[config.mk]
export PLATFORM = sky130hd
export DESIGN_NAME = grammer_frame_collector
export DESIGN_NICKNAME = d
export VERILOG_FILES = /design/src/rtl/grammer_frame_collector.sv
export SDC_FILE = /design/constraint.sdc
export NUM_CORES = 1
export LEC_CHECK = 0
export CORE_ASPECT_RATIO = 0.7
export CORE_MARGIN = 2
export CORE_UTILIZATION = 52
export DETAILED_ROUTE_END_ITERATION = 16
export GPL_ROUTABILITY_DRIVEN = 0
export PLACE_DENSITY = 0.75
export SLEW_MARGIN = 40
export SYNTH_ARGS = -nofsm -noshare
export SYNTH_HDL_FRONTEND = slang
export SYNTH_SLANG_ARGS = --single-unit
[constraint.sdc]
create_clock -name clk -period 2.7 [get_ports clk]
set_clock_uncertainty 0.2 [all_clocks]
set_input_delay 0.54 -clock clk [delete_from_list [all_inputs] [get_ports clk]]
set_output_delay 0.54 -clock clk [all_outputs]
set_load 0.05 [all_outputs]
[src/rtl/grammer_frame_collector.sv]
// grammer_frame_collector: groups result words into frames, computes sum/max, queues frames in a small FIFO
module grammer_frame_collector #(
  parameter int WIDTH = 32,
  parameter int FRAME_LEN = 4,
  parameter int DEPTH = 2,
  parameter int IDX_W = 8
) (
  input  logic                               clk,
  input  logic                               reset,
  input  logic                               in_valid,
  input  logic [WIDTH-1:0]                   in_data,
  input  logic                               abort,
  output logic                               frame_valid,
  input  logic                               frame_ready,
  output logic [WIDTH+$clog2(FRAME_LEN)-1:0] frame_sum,
  output logic [WIDTH-1:0]                   frame_max,
  output logic [IDX_W-1:0]                   frame_idx,
  output logic [IDX_W-1:0]                   drop_cnt,
  output logic                               busy
);
  localparam int LW = $clog2(FRAME_LEN);
  localparam int SW = WIDTH + LW;
  localparam int AW = $clog2(DEPTH);
  localparam int CW = AW + 1;
  localparam int EW = SW + WIDTH + IDX_W;
  typedef enum logic {IDLE, COLLECT} state_t;
  state_t state, state_n;
  logic [LW-1:0] word_cnt, cnt_n;
  logic [SW-1:0] sum_acc, sum_n, word_sum;
  logic [WIDTH-1:0] max_acc, max_n, word_max;
  logic [EW-1:0] mem [DEPTH];
  logic [AW-1:0] wr_ptr, rd_ptr;
  logic [CW-1:0] count;
  logic [IDX_W-1:0] next_idx;
  logic done, pop, full, wr, drop;
  assign word_sum = (state == IDLE) ? {{LW{1'b0}}, in_data} : sum_acc + {{LW{1'b0}}, in_data};
  assign word_max = (state == IDLE || in_data > max_acc) ? in_data : max_acc;
  assign done = in_valid && !abort && state == COLLECT && word_cnt == LW'(FRAME_LEN - 1);
  assign pop = frame_valid && frame_ready;
  assign full = count == CW'(DEPTH);
  assign wr = done && (!full || pop);
  assign drop = done && full && !pop;
  assign frame_valid = count != '0;
  assign busy = state == COLLECT || count != '0;
  assign {frame_sum, frame_max, frame_idx} = mem[rd_ptr];
  // collector state and accumulator registers
  always_ff @(posedge clk or negedge reset) begin
    if (!reset) begin
      state <= IDLE;
      word_cnt <= '0;
      sum_acc <= '0;
      max_acc <= '0;
    end else begin
      state <= state_n;
      word_cnt <= cnt_n;
      sum_acc <= sum_n;
      max_acc <= max_n;
    end
  end
  // next collector state: abort wins over any word, completion clears the accumulators
  always_comb begin
    state_n = state;
    cnt_n = word_cnt;
    sum_n = sum_acc;
    max_n = max_acc;
    if (abort) begin
      state_n = IDLE;
      cnt_n = '0;
      sum_n = '0;
      max_n = '0;
    end else if (in_valid) begin
      state_n = done ? IDLE : COLLECT;
      cnt_n = done ? '0 : word_cnt + 1'b1;
      sum_n = done ? '0 : word_sum;
      max_n = done ? '0 : word_max;
    end
  end
  // output FIFO, frame index and saturating drop counter
  always_ff @(posedge clk or negedge reset) begin
    if (!reset) begin
      for (int i = 0; i < DEPTH; i++) mem[i] <= '0;
      wr_ptr <= '0;
      rd_ptr <= '0;
      count <= '0;
      next_idx <= '0;
      drop_cnt <= '0;
    end else begin
      if (wr) mem[wr_ptr] <= {word_sum, word_max, next_idx};
      if (wr) wr_ptr <= wr_ptr + 1'b1;
      if (pop) rd_ptr <= rd_ptr + 1'b1;
      count <= count + CW'(wr) - CW'(pop);
      next_idx <= next_idx + IDX_W'(done);
      if (drop && drop_cnt != '1) drop_cnt <= drop_cnt + 1'b1;
    end
  end
endmodule

* After elaboration in Yosys (flattened, before gate mapping)
Index checks and enable logic that the tools add are counted.
Operators by class: eq/ne operators 3, reduce and logical (&&, ||, !) cells 17, bitwise operators 3, mux-type cells 20, $add $sub $neg 8, magnitude comparators 4
Operators with widths (count):
- $mux 74 | 4
- $bwmux 148 | 1
- $mux 34 | 4
- $mux 32 | 4
- $demux 74 s1 | 1
- $add 34x32->34 | 1
- $gt 32x32->1 | 1
- $logic_and 1x1->1 | 9
- $add 8x1->8 | 1
- $add 8x1->8 const B | 1
- $ne 8x8->1 const B | 1
- $mux 2 | 3
- $eq 2x2->1 const B | 2
- $ge 2x2->1 const B | 2
- $not 1->2 | 2
- $reduce_bool 2->1 | 2
- $logic_not 1->1 | 3
- $logic_or 1x1->1 | 3
- $mux 1 | 3
- $add 1x1->1 const B | 2
- $add 2x1->2 | 1
- $add 2x1->2 const B | 1
- $lt 2x1->1 const B | 1
- $sub 2x1->2 | 1
- $not 1->1 | 1
Word-level totals: bits of input ports 37, flip-flop bits (word level) 237, output and inout bits 84, logic and storage cells 66

* Longest topological paths before layout
word-level depth 7, mapped depth 13, mapped depth without buffers 12

* Least setup slack after synthesis
No wires, ideal clock.
kind input to register, start input in_data[17], end register mem[146] in the netlist's numbering, stages on the path 10, setup time 0.125 ns, arrival 2.652 ns, buffers on the path 0, required time 2.375 ns, path slack -0.277 ns, cells stage by stage ha_1 a21o_1 a21o_1 a211oi_2 o31ai_2 a2111oi_4 a21oi_2 o41ai_4 xnor2_1 mux2_2
On the way: cells in the longest elaborated chain, start to end 3
Ends and longest elaborated chain:
- start, declared | line 11 | input logic [WIDTH-1:0] in_data,
- $add 34x32->34 | line 36 | assign word_sum = (state == IDLE) ? {{LW{1'b0}}, in_data} : sum_acc + {{LW{1'b0}}, in_data};
- $mux 34 | line 36
- $bwmux 148 | line 88 | if (wr) mem[wr_ptr] <= {word_sum, word_max, next_idx};
- end signal, assigned by index | line 88
- end, declared | line 31 | logic [EW-1:0] mem [DEPTH];
Every way passes these cells. A chain may end at the register's enable or synchronous reset.

* Final worst setup path
start register sum_acc[5], end register mem[68] in the netlist's numbering
On the way: cells in the longest elaborated chain, start to end 3
Ends and longest elaborated chain:
- start, declared | line 29 | logic [SW-1:0] sum_acc, sum_n, word_sum;
- start signal, assigned | line 56 | sum_acc <= sum_n;
- $add 34x32->34 | line 36
- $mux 34 | line 36
- $bwmux 148 | line 88
Every way passes these cells.

==> reports/results.tsv <==
stage	metric	value	unit
worst_setup_path	Crit Path Class	reg2reg	
floorplan	Initial Util	53.2	%
worst_setup_path	CP arrival	3.30	ns
worst_setup_path	Crit Path Max Fanout	4	
yosys	Yosys top cell area share	46.9	%
finish	Fill cells	1445	
yosys	Yosys reg bits	237	
worst_setup_path	r2r startpoint	sum_acc[5]$_DFFE_PN0P_	
cts	Clk pin slew, worst setup/hold paths	0.06	ns
place	Inst Count DP	1842	
floorplan	Ports	121	
worst_setup_path	startpoint types	flop	
sta	max-slew violation count	0	
floorplan	die width	190	um
detailed_routing	DRC	0	
detailed_routing	post-route ant nets	0	
floorplan	Die Y	134	um
worst_setup_path	Worst Setup EP	mem[68]$_DFFE_PN0P_	
global_routing	first-pass GRT wire length	59200	um
finish	share of cells above drive strength 1	37.7	%
worst_setup_path	Setup crit start	sum_acc[5]$_DFFE_PN0P_	
power	Worst VDD drop	0.448	mV
detailed_routing	vias	11200	
yosys	Main synth FF type	dfrtp_1	
worst_setup_path	Critical Path RT	2.91	ns
yosys	post-synthesis async set-or-reset flop share	100	%
sta	post-route setup slack	-0.390	ns
cts	Clock Latency Late Sink	0.54	ns
power	Final Power	10.5	mW
detailed_routing	number of vias per cell	5.82	
sta	Tcrit/Tclk final	114	%
worst_setup_path	Critical-path top delay cell	dfrtp_1	
floorplan	Rows	47	
min_path	hold_sp	in_data[16]	
cts	clock sink total	237	
yosys	sequential element share of the synthesized area	46.9	%
place	worst slack, placed	-0.996	ns
finish	Layout Area Growth over Synthesis	43.4	%
worst_setup_path	critical path cell sequence	ha_4, and2_4, a221oi_4, a21oi_4, o211ai_1, nand2_1, a21o_1, a211oi_4, xnor2_2, mux2_2	
yosys	Mapped Cells	1277	
flow_run	Max-Cap Viols	0	
min_path	hold crit path type	in2reg	
worst_setup_path	r2r setup slk	-0.39	ns
yosys	Mean Syn Cell Area	9.91	sq um
global_routing	initial antenna violation count	1	
yosys	Yosys Warn Count	0	
detailed_routing	First DRT Iteration DRCs	997	
yosys	Synth area leader	dfrtp_1	
sta	Hold Vio Cnt, Final	0	
place	port bufs	120	
cts	TritonCTS clock tree	yes	
global_routing	grt ovf	0	
floorplan	die area	25600	sq um
sta	Tmin final	3.09	ns
place	DPL Wire Length	25100	um
global_routing	total track usage	29.2	%
power	LEAKAGE	8.66	nW
worst_setup_path	Worst R2R End	mem[68]$_DFFE_PN0P_	
yosys	Synth Net Count	1384	
global_routing	largest net degree at the start of global routing	60	
worst_setup_path	Largest stage delay, worst path	0.42	ns
worst_setup_path	CP Capture Type	flop	
finish	fin cells	1926	
detailed_routing	Routed WL per cell	20.7	um
yosys	Post-synth EDFFs	0	
detailed_routing	final wirelength	39800	um
sta	Tightest Pin Transition	0.516	ns
global_routing	vias in the first global route	11000	
sta	slew margin rel.	65.5	%
floorplan	core area	23800	sq um
yosys	largest cells by area after synthesis	dfrtp_1 47%, mux2_2 7.9%, nand2_1 7.0%, ha_1 6.8%, o21ai_0 6.0%	
worst_setup_path	R2R cell count	10	
cts	clk buf depth	3	
cts	H-tree depth	1	
sta	Max Freq	0.324	GHz
outcome	outcome	finished with violations	
sta	unrepaired setup endpoints after global routing	yes	
yosys	Mapped Area	12600	sq um
finish	final net count	1698	
sta	setup_tns	-23.96	ns
cts	clock root buffer	clkbuf_16	
yosys	Netlist cell types	56	
detailed_routing	Pre-antenna DRT Iters	5	
sta	# setup viols final	130	
cts	CTS Buf Count	24	
outcome	failing checks	negative setup slack	
power	pwr dens	579	nW/um^2
cell usage after synthesis, types with 2 or more instances:
master / n
nor2_1: 36
a21o_1: 26
nor2b_1: 21
dfrtp_1: 237
mux2_2: 89
clkbuf_1: 51
ha_1: 69
a22o_1: 33
a2111oi_0: 2
o21ai_0: 151
o21a_1: 3
o2bb2ai_1: 5
or2_2: 2
o22ai_1: 6
buf_1: 4
xnor2_1: 31
o211ai_1: 5
and2_1: 6
or3_1: 2
o21ai_1: 3
o21bai_1: 6
nand2_1: 235
a21oi_2: 2
xor2_1: 15
nand4_1: 20
a31oi_1: 6
nand2b_1: 3
a211oi_1: 5
and3_1: 4
or4_1: 2
inv_1: 45
o31ai_1: 3
nor3_1: 9
o31a_1: 2
nand3_1: 8
buf_2: 8
a21oi_1: 59
mux2i_1: 45
power breakdown:
| group | leakage [nW] | switching [mW] | internal [mW] |
|---|---|---|---|
| registers | 3.25 | 0.182 | 3.73 |
| clock network | 0.399 | 1.45 | 2.02 |
| logic | 5.00 | 1.69 | 1.43 |
sequential cells by signal (all words and copies together) (netlist names), 2 cells and up:
| register | cells |
|---|---|
| word_cnt | 2 |
| drop_cnt | 8 |
| mem | 148 |
| count | 2 |
| max_acc | 32 |
| next_idx | 8 |
| sum_acc | 34 |
cell usage in the layout, fill, tap and decap left out, types with 33 or more instances in the layout:
cell	n
o21ai_0	58
o21ai_1	72
dfrtp_1	236
nor2_1	34
inv_1	41
a22o_1	33
buf_4	264
nand2_1	226
a21oi_1	40
ha_1	38
mux2_2	74
worst max-delay path, delay by kind of cell (launching register included):
family | cells | cell delay (ns)
AOI/OAI and AO/OA | 5 | 1.31
DFF | 1 | 0.42
and+or+nand+nor | 2 | 0.33
muxes | 1 | 0.28
adders and majority gates | 1 | 0.26
xor gates and xnor gates | 1 | 0.16
worst min-delay path by stage:
stage	to	slack, ns	cells past startpoint
final	max_acc[16]$_DFFE_PN0P_	0.23	2
after global routing	max_acc[16]$_DFFE_PN0P_	0.23	2
after CTS	mem[0]$_DFFE_PN0P_	0.28	2
after detailed placement	mem[0]$_DFFE_PN0P_	0.26	2
after global placement	mem[61]$_DFFE_PN0P_	0.25	2
after floorplan	count[0]$_DFF_PN0_	0.04	0
cell type report:
| cell class | instances | area, sq um | area share, % |
|---|---|---|---|
| multi-input combinational | 931 | 7740 | 42.7 |
| inverter | 46 | 173 | 0.952 |
| antenna | 1 | 2.50 | 0.0138 |
| tap | 318 | 398 | 2.19 |
| timing repair buffer | 351 | 3080 | 17.0 |
| clock buffer | 36 | 716 | 3.95 |
| sequential | 237 | 5930 | 32.7 |
| clock inverter | 6 | 91.3 | 0.504 |
per-stage QoR:
step | hold WS (ns) | utilization, % | area, sq um
2_1_floorplan | 0.0444 | - | 13000
3_3_place_gp | 0.255 | 66.1 | 15700
3_5_place_dp | 0.261 | 66.1 | 15700
4_1_cts | 0.277 | 72.7 | 17300
5_1_grt | 0.228 | 76.4 | 18100
6_report | 0.235 | 76.4 | 18100
kinds of logic (layout without fill, tap and decap cells):
family | Yosys count | count (layout) | synth area share (%)
AO/OA/AOI/OAI | 329 | 329 | 16.2
AND/OR/NAND/NOR | 352 | 352 | 11.9
flip-flops | 237 | 237 | 46.9
other | 0 | 1 | 0
buffers and inverters | 109 | 439 | 3.31
multiplexers | 134 | 134 | 11.5
adder cells (fa/ha/maj) | 70 | 70 | 6.98
XOR/XNOR | 46 | 46 | 3.18
timing repair:
item	CTS	global route
endpoints found under the hold margin	53	0
gates resized for setup	141	200
endpoints found under the setup margin	170	209
gates cloned	4	3
pin swaps	53	83
buffers inserted	20	17
hold buffers	1	0
per-layer routing:
layer	GRT usage, %	part of all wire, %	vias up
met5	0	0	-
met4	6.50	2.3	0
met3	6.26	8.9	78
met2	44.2	45	476
met1	43.4	43	5521
li1	-	-	5140
No activity file was read; power rests on OpenSTA's default activity.
